### config.mk
export PLATFORM = sky130hd
export DESIGN_NAME = bu_unified_flat
export DESIGN_NICKNAME = d
export VERILOG_FILES = /design/src/rtl/ntt_pkg.sv /design/src/rtl/bu_unified_if.sv /design/src/rtl/bu_unified_mod_mul_barrett.sv /design/src/rtl/bu_unified.sv /design/src/flat_wrapper.sv
export SDC_FILE = /design/constraint.sdc
export NUM_CORES = 2
export LEC_CHECK = 0
export CORE_ASPECT_RATIO = 0.6
export CORE_MARGIN = 3
export CORE_UTILIZATION = 30
export CTS_CLUSTER_SIZE = 14
export DETAILED_ROUTE_END_ITERATION = 7
export GPL_TIMING_DRIVEN = 0
export PLACE_DENSITY = 0.4
export SLEW_MARGIN = 20
export SYNTH_ARGS = -nofsm -noshare
export SYNTH_HDL_FRONTEND = slang
export SYNTH_SLANG_ARGS = --single-unit
### constraint.sdc
create_clock -name clk -period 24 [get_ports clk]
set_input_delay 4.8 -clock clk [delete_from_list [all_inputs] [get_ports clk]]
set_output_delay 4.8 -clock clk [all_outputs]
set_load 0.01 [all_outputs]
### src/rtl/ntt_pkg.sv
// ntt_pkg: shared constants and helpers for the ML-KEM NTT butterfly.
//   NTT_WIDTH / NTT_Q : default coefficient width and modulus
//   mode_e            : per-sample butterfly selector (CT forward / GS inverse)
//   bu_lat()          : end-to-end butterfly latency from the multiplier depths
//   barrett_m()       : Barrett constant m = floor(2^k / q), k = 2*width
package ntt_pkg;

    localparam int NTT_WIDTH = 16;
    localparam int NTT_Q     = 3329;

    typedef enum logic {
        MODE_CT = 1'b0,
        MODE_GS = 1'b1
    } mode_e;

    // Input reg + GS add/sub reg + multiplier + output reg.
    function automatic int bu_lat(input int mul_stages, input int red_stages);
        return mul_stages + red_stages + 3;
    endfunction

    function automatic longint unsigned barrett_m(input int q, input int width);
        return (64'd1 << (2 * width)) / 64'(q);
    endfunction

endpackage

### src/rtl/bu_unified_if.sv
// bu_unified_if: sample-in / result-out bundle of the unified butterfly.
//   stall, in_valid, mode, A_In, B_In, W_In : driven by the controller (master)
//   out_valid, A_Out, B_Out                 : driven by the butterfly (slave)
interface bu_unified_if #(
    parameter int WIDTH = 16
);
    logic             stall;
    logic             in_valid;
    logic             mode;
    logic [WIDTH-1:0] A_In;
    logic [WIDTH-1:0] B_In;
    logic [WIDTH-1:0] W_In;
    logic             out_valid;
    logic [WIDTH-1:0] A_Out;
    logic [WIDTH-1:0] B_Out;

    modport master (
        output stall, in_valid, mode, A_In, B_In, W_In,
        input  out_valid, A_Out, B_Out
    );

    modport slave (
        input  stall, in_valid, mode, A_In, B_In, W_In,
        output out_valid, A_Out, B_Out
    );
endinterface

### src/rtl/bu_unified_mod_mul_barrett.sv
// mod_mul_barrett: pipelined (a*b) mod Q, latency MUL_STAGES + RED_STAGES.
//   clk, rst : clock, async active-high reset
//   stall    : 1 = hold every internal register
//   a, b     : operands in [0,Q)
//   p        : product mod Q, fully reduced
module mod_mul_barrett
    import ntt_pkg::*;
#(
    parameter int WIDTH      = NTT_WIDTH,
    parameter int Q          = NTT_Q,
    parameter int MUL_STAGES = 1,
    parameter int RED_STAGES = 2
) (
    input  logic             clk,
    input  logic             rst,
    input  logic             stall,
    input  logic [WIDTH-1:0] a,
    input  logic [WIDTH-1:0] b,
    output logic [WIDTH-1:0] p
);
    localparam int             K  = 2 * WIDTH;
    localparam logic [K-1:0]   QK = K'(Q);
    localparam logic [2*K-1:0] M  = (2*K)'(barrett_m(Q, WIDTH));

    logic [MUL_STAGES-1:0][K-1:0] mul_q, mul_d;
    // Reducer carries the product and its quotient estimate side by side.
    logic [RED_STAGES-1:0][K-1:0] rx_q, rx_d, rt_q, rt_d;
    logic [2*K-1:0]               xm;
    logic [K-1:0]                 r;

    always_comb begin
        mul_d[0] = K'(a) * K'(b);
        for (int i = 1; i < MUL_STAGES; i++) mul_d[i] = mul_q[i-1];

        xm       = (2*K)'(mul_q[MUL_STAGES-1]) * M;
        rx_d[0]  = mul_q[MUL_STAGES-1];
        rt_d[0]  = K'(xm >> K);
        for (int i = 1; i < RED_STAGES; i++) begin
            rx_d[i] = rx_q[i-1];
            rt_d[i] = rt_q[i-1];
        end

        // Quotient estimate is low by at most one, so r < 2Q.
        r = rx_q[RED_STAGES-1] - rt_q[RED_STAGES-1] * QK;
        p = (r >= QK) ? WIDTH'(r - QK) : WIDTH'(r);
    end

    always_ff @(posedge clk or posedge rst) begin
        if (rst) begin
            mul_q <= '0;
            rx_q  <= '0;
            rt_q  <= '0;
        end else if (!stall) begin
            mul_q <= mul_d;
            rx_q  <= rx_d;
            rt_q  <= rt_d;
        end
    end
endmodule

### src/rtl/bu_unified.sv
// bu_unified: pipelined CT/GS butterfly mod Q, mode selectable per sample.
//   clk, rst : clock, async active-high reset (flushes all in-flight samples)
//   bus      : bu_unified_if.slave (stall, in_valid, mode, A/B/W_In -> out_valid, A/B_Out)
// Latency is MUL_STAGES + RED_STAGES + 3 in both modes.
// Build option HALF_EN: GS results are multiplied by 2^-1 mod Q in the output stage.
module bu_unified
    import ntt_pkg::*;
#(
    parameter int WIDTH      = NTT_WIDTH,
    parameter int Q          = NTT_Q,
    parameter int MUL_STAGES = 1,
    parameter int RED_STAGES = 2
) (
    input  logic          clk,
    input  logic          rst,
    bu_unified_if.slave   bus
);
    localparam int             MR  = MUL_STAGES + RED_STAGES;
    localparam int             LAT = bu_lat(MUL_STAGES, RED_STAGES);
    localparam logic [WIDTH:0] QE  = (WIDTH+1)'(Q);

    function automatic logic [WIDTH-1:0] add_q(input logic [WIDTH-1:0] x, input logic [WIDTH-1:0] y);
        logic [WIDTH:0] s;
        s = {1'b0, x} + {1'b0, y};
        if (s >= QE) s = s - QE;
        return s[WIDTH-1:0];
    endfunction

    // x - y mod Q; a set top bit of the WIDTH+1 difference means it went negative.
    function automatic logic [WIDTH-1:0] sub_q(input logic [WIDTH-1:0] x, input logic [WIDTH-1:0] y);
        logic [WIDTH:0] d;
        d = {1'b0, x} - {1'b0, y};
        if (d[WIDTH]) d = d + QE;
        return d[WIDTH-1:0];
    endfunction

`ifdef HALF_EN
    // x * 2^-1 mod Q: odd values become even by adding Q (Q is odd).
    function automatic logic [WIDTH-1:0] half_q(input logic [WIDTH-1:0] x);
        logic [WIDTH:0] e;
        e = x[0] ? ({1'b0, x} + QE) : {1'b0, x};
        return e[WIDTH:1];
    endfunction
`endif

    logic [LAT-1:0]             vld_q, vld_d;
    logic [WIDTH-1:0]           a0_q, a0_d, b0_q, b0_d, w0_q, w0_d;
    logic                       mode0_q, mode0_d;
    logic [WIDTH-1:0]           x1_q, x1_d, y1_q, y1_d, w1_q, w1_d;
    logic                       mode1_q, mode1_d;
    logic [MR-1:0][WIDTH-1:0]   x_dly_q, x_dly_d;
    logic [MR-1:0]              mode_dly_q, mode_dly_d;
    logic [WIDTH-1:0]           a_out_q, a_out_d, b_out_q, b_out_d;
    logic [WIDTH-1:0]           prod;
    logic [WIDTH-1:0]           xd;

    // Operands: (w, b) for CT, (w, b-a) for GS.
    mod_mul_barrett #(
        .WIDTH(WIDTH), .Q(Q), .MUL_STAGES(MUL_STAGES), .RED_STAGES(RED_STAGES)
    ) u_mul (
        .clk(clk), .rst(rst), .stall(bus.stall),
        .a(w1_q), .b(y1_q), .p(prod)
    );

    always_comb begin
        vld_d[0] = bus.in_valid;
        for (int i = 1; i < LAT; i++) vld_d[i] = vld_q[i-1];

        // Invalid slots load zeros so an undriven bus never seeds X into the pipe.
        a0_d    = bus.in_valid ? bus.A_In : '0;
        b0_d    = bus.in_valid ? bus.B_In : '0;
        w0_d    = bus.in_valid ? bus.W_In : '0;
        mode0_d = bus.in_valid ? bus.mode : MODE_CT;

        // GS add/sub; CT passes a and b straight through.
        if (mode0_q == MODE_GS) begin
            x1_d = add_q(a0_q, b0_q);
            y1_d = sub_q(b0_q, a0_q);
        end else begin
            x1_d = a0_q;
            y1_d = b0_q;
        end
        w1_d    = w0_q;
        mode1_d = mode0_q;

        // a (CT) or a+b (GS) rides alongside the multiplier.
        x_dly_d[0]    = x1_q;
        mode_dly_d[0] = mode1_q;
        for (int i = 1; i < MR; i++) begin
            x_dly_d[i]    = x_dly_q[i-1];
            mode_dly_d[i] = mode_dly_q[i-1];
        end

        xd = x_dly_q[MR-1];
        if (mode_dly_q[MR-1] == MODE_CT) begin
            a_out_d = add_q(xd, prod);
            b_out_d = sub_q(xd, prod);
        end else begin
`ifdef HALF_EN
            a_out_d = half_q(xd);
            b_out_d = half_q(prod);
`else
            a_out_d = xd;
            b_out_d = prod;
`endif
        end
    end

    always_ff @(posedge clk or posedge rst) begin
        if (rst) begin
            vld_q      <= '0;
            a0_q       <= '0;
            b0_q       <= '0;
            w0_q       <= '0;
            mode0_q    <= 1'b0;
            x1_q       <= '0;
            y1_q       <= '0;
            w1_q       <= '0;
            mode1_q    <= 1'b0;
            x_dly_q    <= '0;
            mode_dly_q <= '0;
            a_out_q    <= '0;
            b_out_q    <= '0;
        end else if (!bus.stall) begin
            vld_q      <= vld_d;
            a0_q       <= a0_d;
            b0_q       <= b0_d;
            w0_q       <= w0_d;
            mode0_q    <= mode0_d;
            x1_q       <= x1_d;
            y1_q       <= y1_d;
            w1_q       <= w1_d;
            mode1_q    <= mode1_d;
            x_dly_q    <= x_dly_d;
            mode_dly_q <= mode_dly_d;
            a_out_q    <= a_out_d;
            b_out_q    <= b_out_d;
        end
    end

    assign bus.out_valid = vld_q[LAT-1];
    assign bus.A_Out     = a_out_q;
    assign bus.B_Out     = b_out_q;
endmodule
### src/flat_wrapper.sv
// flat-port wrapper written by rule: the top's interface ports become plain ports
module bu_unified_flat import ntt_pkg::*;
#(
    parameter int WIDTH      = NTT_WIDTH,
    parameter int Q          = NTT_Q,
    parameter int MUL_STAGES = 1,
    parameter int RED_STAGES = 2
)
  (clk, rst, bus_stall, bus_in_valid, bus_mode, bus_A_In, bus_B_In, bus_W_In, bus_out_valid, bus_A_Out, bus_B_Out);
  bu_unified_if #(.WIDTH(WIDTH)) bus_i ();
  input  logic clk;
  input  logic rst;
  input wire logic [$bits(bus_i.stall)-1:0] bus_stall;
  input wire logic [$bits(bus_i.in_valid)-1:0] bus_in_valid;
  input wire logic [$bits(bus_i.mode)-1:0] bus_mode;
  input wire logic [$bits(bus_i.A_In)-1:0] bus_A_In;
  input wire logic [$bits(bus_i.B_In)-1:0] bus_B_In;
  input wire logic [$bits(bus_i.W_In)-1:0] bus_W_In;
  output wire logic [$bits(bus_i.out_valid)-1:0] bus_out_valid;
  output wire logic [$bits(bus_i.A_Out)-1:0] bus_A_Out;
  output wire logic [$bits(bus_i.B_Out)-1:0] bus_B_Out;
  assign bus_i.stall = bus_stall;
  assign bus_i.in_valid = bus_in_valid;
  assign bus_i.mode = bus_mode;
  assign bus_i.A_In = bus_A_In;
  assign bus_i.B_In = bus_B_In;
  assign bus_i.W_In = bus_W_In;
  assign bus_out_valid = bus_i.out_valid;
  assign bus_A_Out = bus_i.A_Out;
  assign bus_B_Out = bus_i.B_Out;
  bu_unified #(.WIDTH(WIDTH), .Q(Q), .MUL_STAGES(MUL_STAGES), .RED_STAGES(RED_STAGES)) u_core (.clk(clk), .rst(rst), .bus(bus_i));
endmodule
Yosys cells after proc, flatten, opt, wreduce, memory -nomap -nowiden --
Index checks and enable logic that the tools add are counted.
Storage, ports and cells: register bits after elaboration 325
Cells by class: $add $sub $neg 10, multipliers 3, magnitude comparators 3, mux-type cells 13
Operator list (number):
- 2-to-1 mux 16 bit | 12
- multiplier 32 x 21 -> 53 bit (second input constant) | 1
- subtractor 16 x 12 -> 16 bit (second input constant) | 3
- adder 16 x 16 -> 17 bit | 2
- >= comparator 17 x 12 -> 1 bit (second input constant) | 2
- subtractor 16 x 16 -> 17 bit | 2
- adder 16 x 12 -> 16 bit (second input constant) | 2
- >= comparator 32 x 12 -> 1 bit (second input constant) | 1
- multiplier 16 x 16 -> 32 bit | 1
- multiplier 21 x 12 -> 32 bit (second input constant) | 1
- subtractor 32 bit | 1
- 2-to-1 mux 1 bit | 1

Longest topological paths before layout --
depth in word-level cells 8, mapped depth 41

Modules after synthesis --
From an unflattened synthesis, not the netlist that was laid out.
Unflattened totals: cells, all modules 4369, area total of the unflattened synthesis 42647.2 µm²
By module, submodules not included:
- mod_mul_barrett | instances 1, cells each 3022, area each 30182.7 µm², sequential area each 3453.3 µm²
- bu_unified | instances 1, cells each 1347, area each 12464.5 µm², sequential area each 4679.5 µm²

Worst setup path before layout --
OpenSTA, ideal clock, no wires.
kind reg2reg, from register u_core.u_mul.rt_q[33] (netlist bit), to register u_core.a_out_q[4] (netlist: u_core.bus.A_Out[4]), setup time 0.104 ns, arrival 8.806 ns, data required time 23.896 ns, setup slack 15.090 ns, stages on the path, launching flop included 39, buffers on the path 4, path through dfrtp_1 > ha_1 > fa_1 > ha_1 > inv_1 > fa_1 > inv_1 > fa_1 > inv_1 > ha_1 > buf_2 > a21oi_1 > o21ai_0 > nor3_1 > o211ai_1 > a31oi_1 > a211oi_1 > a2111oi_4 > [3 not listed] > buf_6 > xnor2_1 > ha_1 > inv_1 > fa_1 > nor2b_1 > o211ai_1 > a21boi_1 > o21ai_1 > o21ai_0 > xnor2_1 > o21ai_0 > or3_1 > a311oi_2 > buf_2 > nor2_1 > xnor2_1 > a221oi_1
On the way: cells in the longest elaborated chain, start to end 8, elaborated cells between the ends (all ways) 10, those cells by class add/sub (4); mul (1); order compare (2); mux (3)
RTL lines:
- from (decl) | RTL line bu_unified_mod_mul_barrett.sv:27 | logic [RED_STAGES-1:0][K-1:0] rx_q, rx_d, rt_q, rt_d;
- from (signal assigned) | RTL line bu_unified_mod_mul_barrett.sv:56 | rt_q <= rt_d;
- multiplier 21 x 12 -> 32 bit * | RTL line bu_unified_mod_mul_barrett.sv:44 | r = rx_q[RED_STAGES-1] - rt_q[RED_STAGES-1] * QK;
- subtractor 32 bit * | RTL line bu_unified_mod_mul_barrett.sv:44
- >= comparator 32 x 12 -> 1 bit / subtractor 16 x 12 -> 16 bit (equally long branches) | RTL line bu_unified_mod_mul_barrett.sv:45 | p = (r >= QK) ? WIDTH'(r - QK) : WIDTH'(r);
- 2-to-1 mux 16 bit * | RTL line bu_unified_mod_mul_barrett.sv:45
- adder 16 x 16 -> 17 bit * | RTL line bu_unified.sv:24 | s = {1'b0, x} + {1'b0, y};
- subtractor 16 x 12 -> 16 bit / >= comparator 17 x 12 -> 1 bit (equally long branches) | RTL line bu_unified.sv:25 | if (s >= QE) s = s - QE;
- 2-to-1 mux 16 bit * | RTL line bu_unified.sv:25
- 2-to-1 mux 16 bit * | RTL line bu_unified.sv:95 | if (mode_dly_q[MR-1] == MODE_CT) begin
- to (signal assigned) | RTL line bu_unified.sv:136 | a_out_q <= a_out_d;
- to (decl) | RTL line bu_unified.sv:53 | logic [WIDTH-1:0] a_out_q, a_out_d, b_out_q, b_out_d;
Mark *: on every way between the ends. The rest lies on a longest branch, timed or not. A chain may end at the register's enable or synchronous reset.

Worst setup path after layout --
from register u_core.u_mul.rt_q[35] (netlist bit), to register u_core.a_out_q[4] (netlist: u_core.bus.A_Out[4])
Same word-level chain as after synthesis.

==> impl_metrics.env <==
export IMPL_routedWlPerCell_um=21.9
export IMPL_cp_arrival_ns=12.78
export IMPL_io_buffers=84
export IMPL_synthCells=4450
export IMPL_yosysTopAreaCell="fa_1"
export IMPL_synth_seq_cells=325
export IMPL_use_met1_pct=33.8
export IMPL_timing_final_crit_period_ns=12.29
export IMPL_cts_made_buffers=38
export IMPL_placed_cells=6429
export IMPL_pre_cts_slack_ns=12.06
export IMPL_insertion_delay_ns=0.61
export IMPL_dr_pass1_iters=7
export IMPL_fin_crit_sh_pct=51.2
export IMPL_dieArea_um2=147000
export IMPL_hold_slack_ns=0.481
export IMPL_grtUsageMet2_pct=22.3
export IMPL_r2r_start="u_core.u_mul.rt_q[35]$_DFFE_PP0N_"
export IMPL_dp_hpwl_mm=121
export IMPL_gp_congestion=0.876
export IMPL_ant_nets=0
export IMPL_coreArea_um2=140000
export IMPL_grt_max_degree=89
export IMPL_grt_use_total_pct=19.3
export IMPL_grt_antenna_before_repair=14
export IMPL_die_h_um=298
export IMPL_drc=0
export IMPL_crit_path_top_delay_cell="a311oi_2"
export IMPL_synth_ff_type="dfrtp_1"
export IMPL_drv_slew=0
export IMPL_fin_cells=6499
export IMPL_synth_fp_nets=5613
export IMPL_grt_pass1_wl_mm=211
export IMPL_async_flop_share_pct=100
export IMPL_yosysWarnings=0
export IMPL_required_ns=24.50
export IMPL_grt_use_met3_pct=5.77
export IMPL_critPathLaunch="u_core.u_mul.rt_q[35]$_DFFE_PP0N_"
export IMPL_drv_cap=0
export IMPL_r2r_setup_slack_ns=11.72
export IMPL_path_clk_slew_ns=0.06
export IMPL_yosysUniqueCellTypes=94
export IMPL_syn_area_um2=42700
export IMPL_grt_pass1_vias=30900
export IMPL_cts_tree="yes"
export IMPL_max_stage_delay_ns=0.80
export IMPL_via_per_inst=4.75
export IMPL_row_count=106
export IMPL_synth_seq_area_share_pct=19.0
export IMPL_initial_core_util_pct=30.4
export IMPL_crit_fanout=10
export IMPL_grt_ovfl_total=0
export IMPL_synth_edf_count=0
export IMPL_synth_top_area_share_pct=26.7
export IMPL_busiest_layer="met1"
export IMPL_clockBufferDepth=3
export IMPL_ctsResizeCount=0
export IMPL_startpoint_type="flop"
export IMPL_worst_slack_ns=11.72
export IMPL_grt_setup_unrepaired="no"
export IMPL_post_cts_buffers=0
export IMPL_synth_area_per_cell_um2=9.60
export IMPL_skew_ns=0.0399
export IMPL_drt_iter0_drc=2274
export IMPL_tightest_slew_ns=1.26
export IMPL_area_growth_pct=10.9
export IMPL_cts_sinks=325
export IMPL_slew_headroom_pct=15.3
export IMPL_htreeDepth=2
export IMPL_end_kind="flop"
export IMPL_run_status="completed"
export IMPL_drt_total_wl_mm=142
export IMPL_ctsHoldBuffers=0
export IMPL_finalSetupTns_ns=0
export IMPL_final_net_count=5742
export IMPL_hold_viol_final=0
export IMPL_fmax_ghz=0.0814
export IMPL_min_from="u_core.vld_q[0]$_DFFE_PP0N_"
export IMPL_io_pins=86
export IMPL_synth_area_leaders="fa_1 27%, dfrtp_1 19%, ha_1 16%"
export IMPL_setup_viol=0
export IMPL_critPathKind="flop to flop"
export IMPL_cts_root_buf="clkbuf_16"
export IMPL_vias=30900
export IMPL_dieWidth_um=493
export IMPL_hp_class="flop to flop"
export IMPL_drive_gt1_share_pct=6.27
==> layer usage <==
metal / vias up / wire (µm)
met5: - / 12
met4: 2 / 1040
met3: 62 / 12400
met2: 798 / 47500
met1: 15500 / 81500
li1: 14600 / -
==> cell type report <==
class	count	area, µm²
Buffer	148	602
Sequential cell	325	8130
Clock buffer	49	1030
Timing Repair Buffer	89	958
Antenna cell	2	5.00
Fill cell	14700	93000
Multi-Input combinational cell	3000	30400
Tap cell	1890	2360
Clock inverter	19	236
Inverter	977	3670
==> synth_stat cells (19+ instances only) <==
master	n
inv_1	975
fa_1	570
ha_1	540
nand2_1	366
dfrtp_1	325
mux2_2	156
o21ai_0	155
a21oi_1	140
clkbuf_1	131
nor2_1	131
and2_1	99
xnor2_1	99
xor2_1	78
nor3_1	60
nand3_1	57
a22o_1	52
a21o_1	43
nor2b_1	31
and3_1	29
nand2b_1	28
a31oi_1	22
a211oi_1	21
o21a_1	20
o21bai_1	19
==> state kept, by name, summed over array words and instances (netlist names), 21 cells and up <==
register            cells
u_core.u_mul.mul_q     32
u_core.u_mul.rt_d      21
u_core.u_mul.rt_q      21
u_core.u_mul.rx_q      32
u_core.u_mul.rx_d      32
u_core.x_dly_d         32
==> worst paths after layout <==
| path | end | depth (start not counted) |
|---|---|---|
| setup / recovery | u_core.bus.A_Out[4]$_DFFE_PP0N_ | 38 |
| max in group asynchronous | u_core.u_mul.rx_q[58]$_DFFE_PP0N_ | 4 |
| min in group asynchronous | u_core.bus.B_Out[15]$_DFFE_PP0N_ | 2 |
| hold / removal | u_core.vld_q[0]$_DFFE_PP0N_ | 1 |
| setup reg to reg | u_core.bus.A_Out[4]$_DFFE_PP0N_ | 38 |
| hold reg to reg | u_core.vld_q[0]$_DFFE_PP0N_ | 1 |
==> logic make-up after synthesis <==
| group | after synthesis | synth area share (%) |
|---|---|---|
| buffers and inverters | 1125 | 9.96 |
| adder cells (fa/ha/maj) | 1110 | 42.5 |
| AND/OR/NAND/NOR | 892 | 10.0 |
| AO/OA/AOI/OAI | 651 | 10.3 |
| flip-flops | 325 | 19.0 |
| XOR/XNOR | 177 | 3.63 |
| multiplexers | 170 | 4.45 |
==> through the flow <==
stage | util (%) | instance area, µm²
6_report | 33.7 | 47400
2_1_floorplan | - | 42700
5_1_grt | 33.7 | 47400
3_3_place_gp | 32.7 | 45900
3_5_place_dp | 32.8 | 46100
4_1_cts | 33.7 | 47300
==> worst max-delay path: cells and delay by family, from the launching register on <==
kind / cells / cell delay, ns
xor gates and xnor gates: 2 / 0.61
adders and majority gates: 8 / 2.92
DFF: 1 / 0.50
buffers and inverters: 8 / 1.23
AOI/OAI and AO/OA: 12 / 4.25
and+or+nand+nor: 8 / 2.66
==> cell usage in the layout (no fill, tap or decap), drive strengths merged, types with 16 or more instances in the layout <==
master         count
inv              979
fa               570
ha               540
nand2            366
dfrtp            325
clkbuf           180
o21ai            170
mux2             157
a21oi            141
nor2             131
and2             100
xnor2             99
clkdlybuf4s50     84
xor2              78
nor3              61
nand3             58
a22o              52
a21o              43
nor2b             31
and3              29
nand2b            28
a31oi             23
buf               22
a211oi            21
o21a              20
o21bai            20
o211ai            19
or3               19
o31ai             16
Power is not shown: default switching activity piles up to over one toggle a cycle in this logic, so the estimate is an artifact.
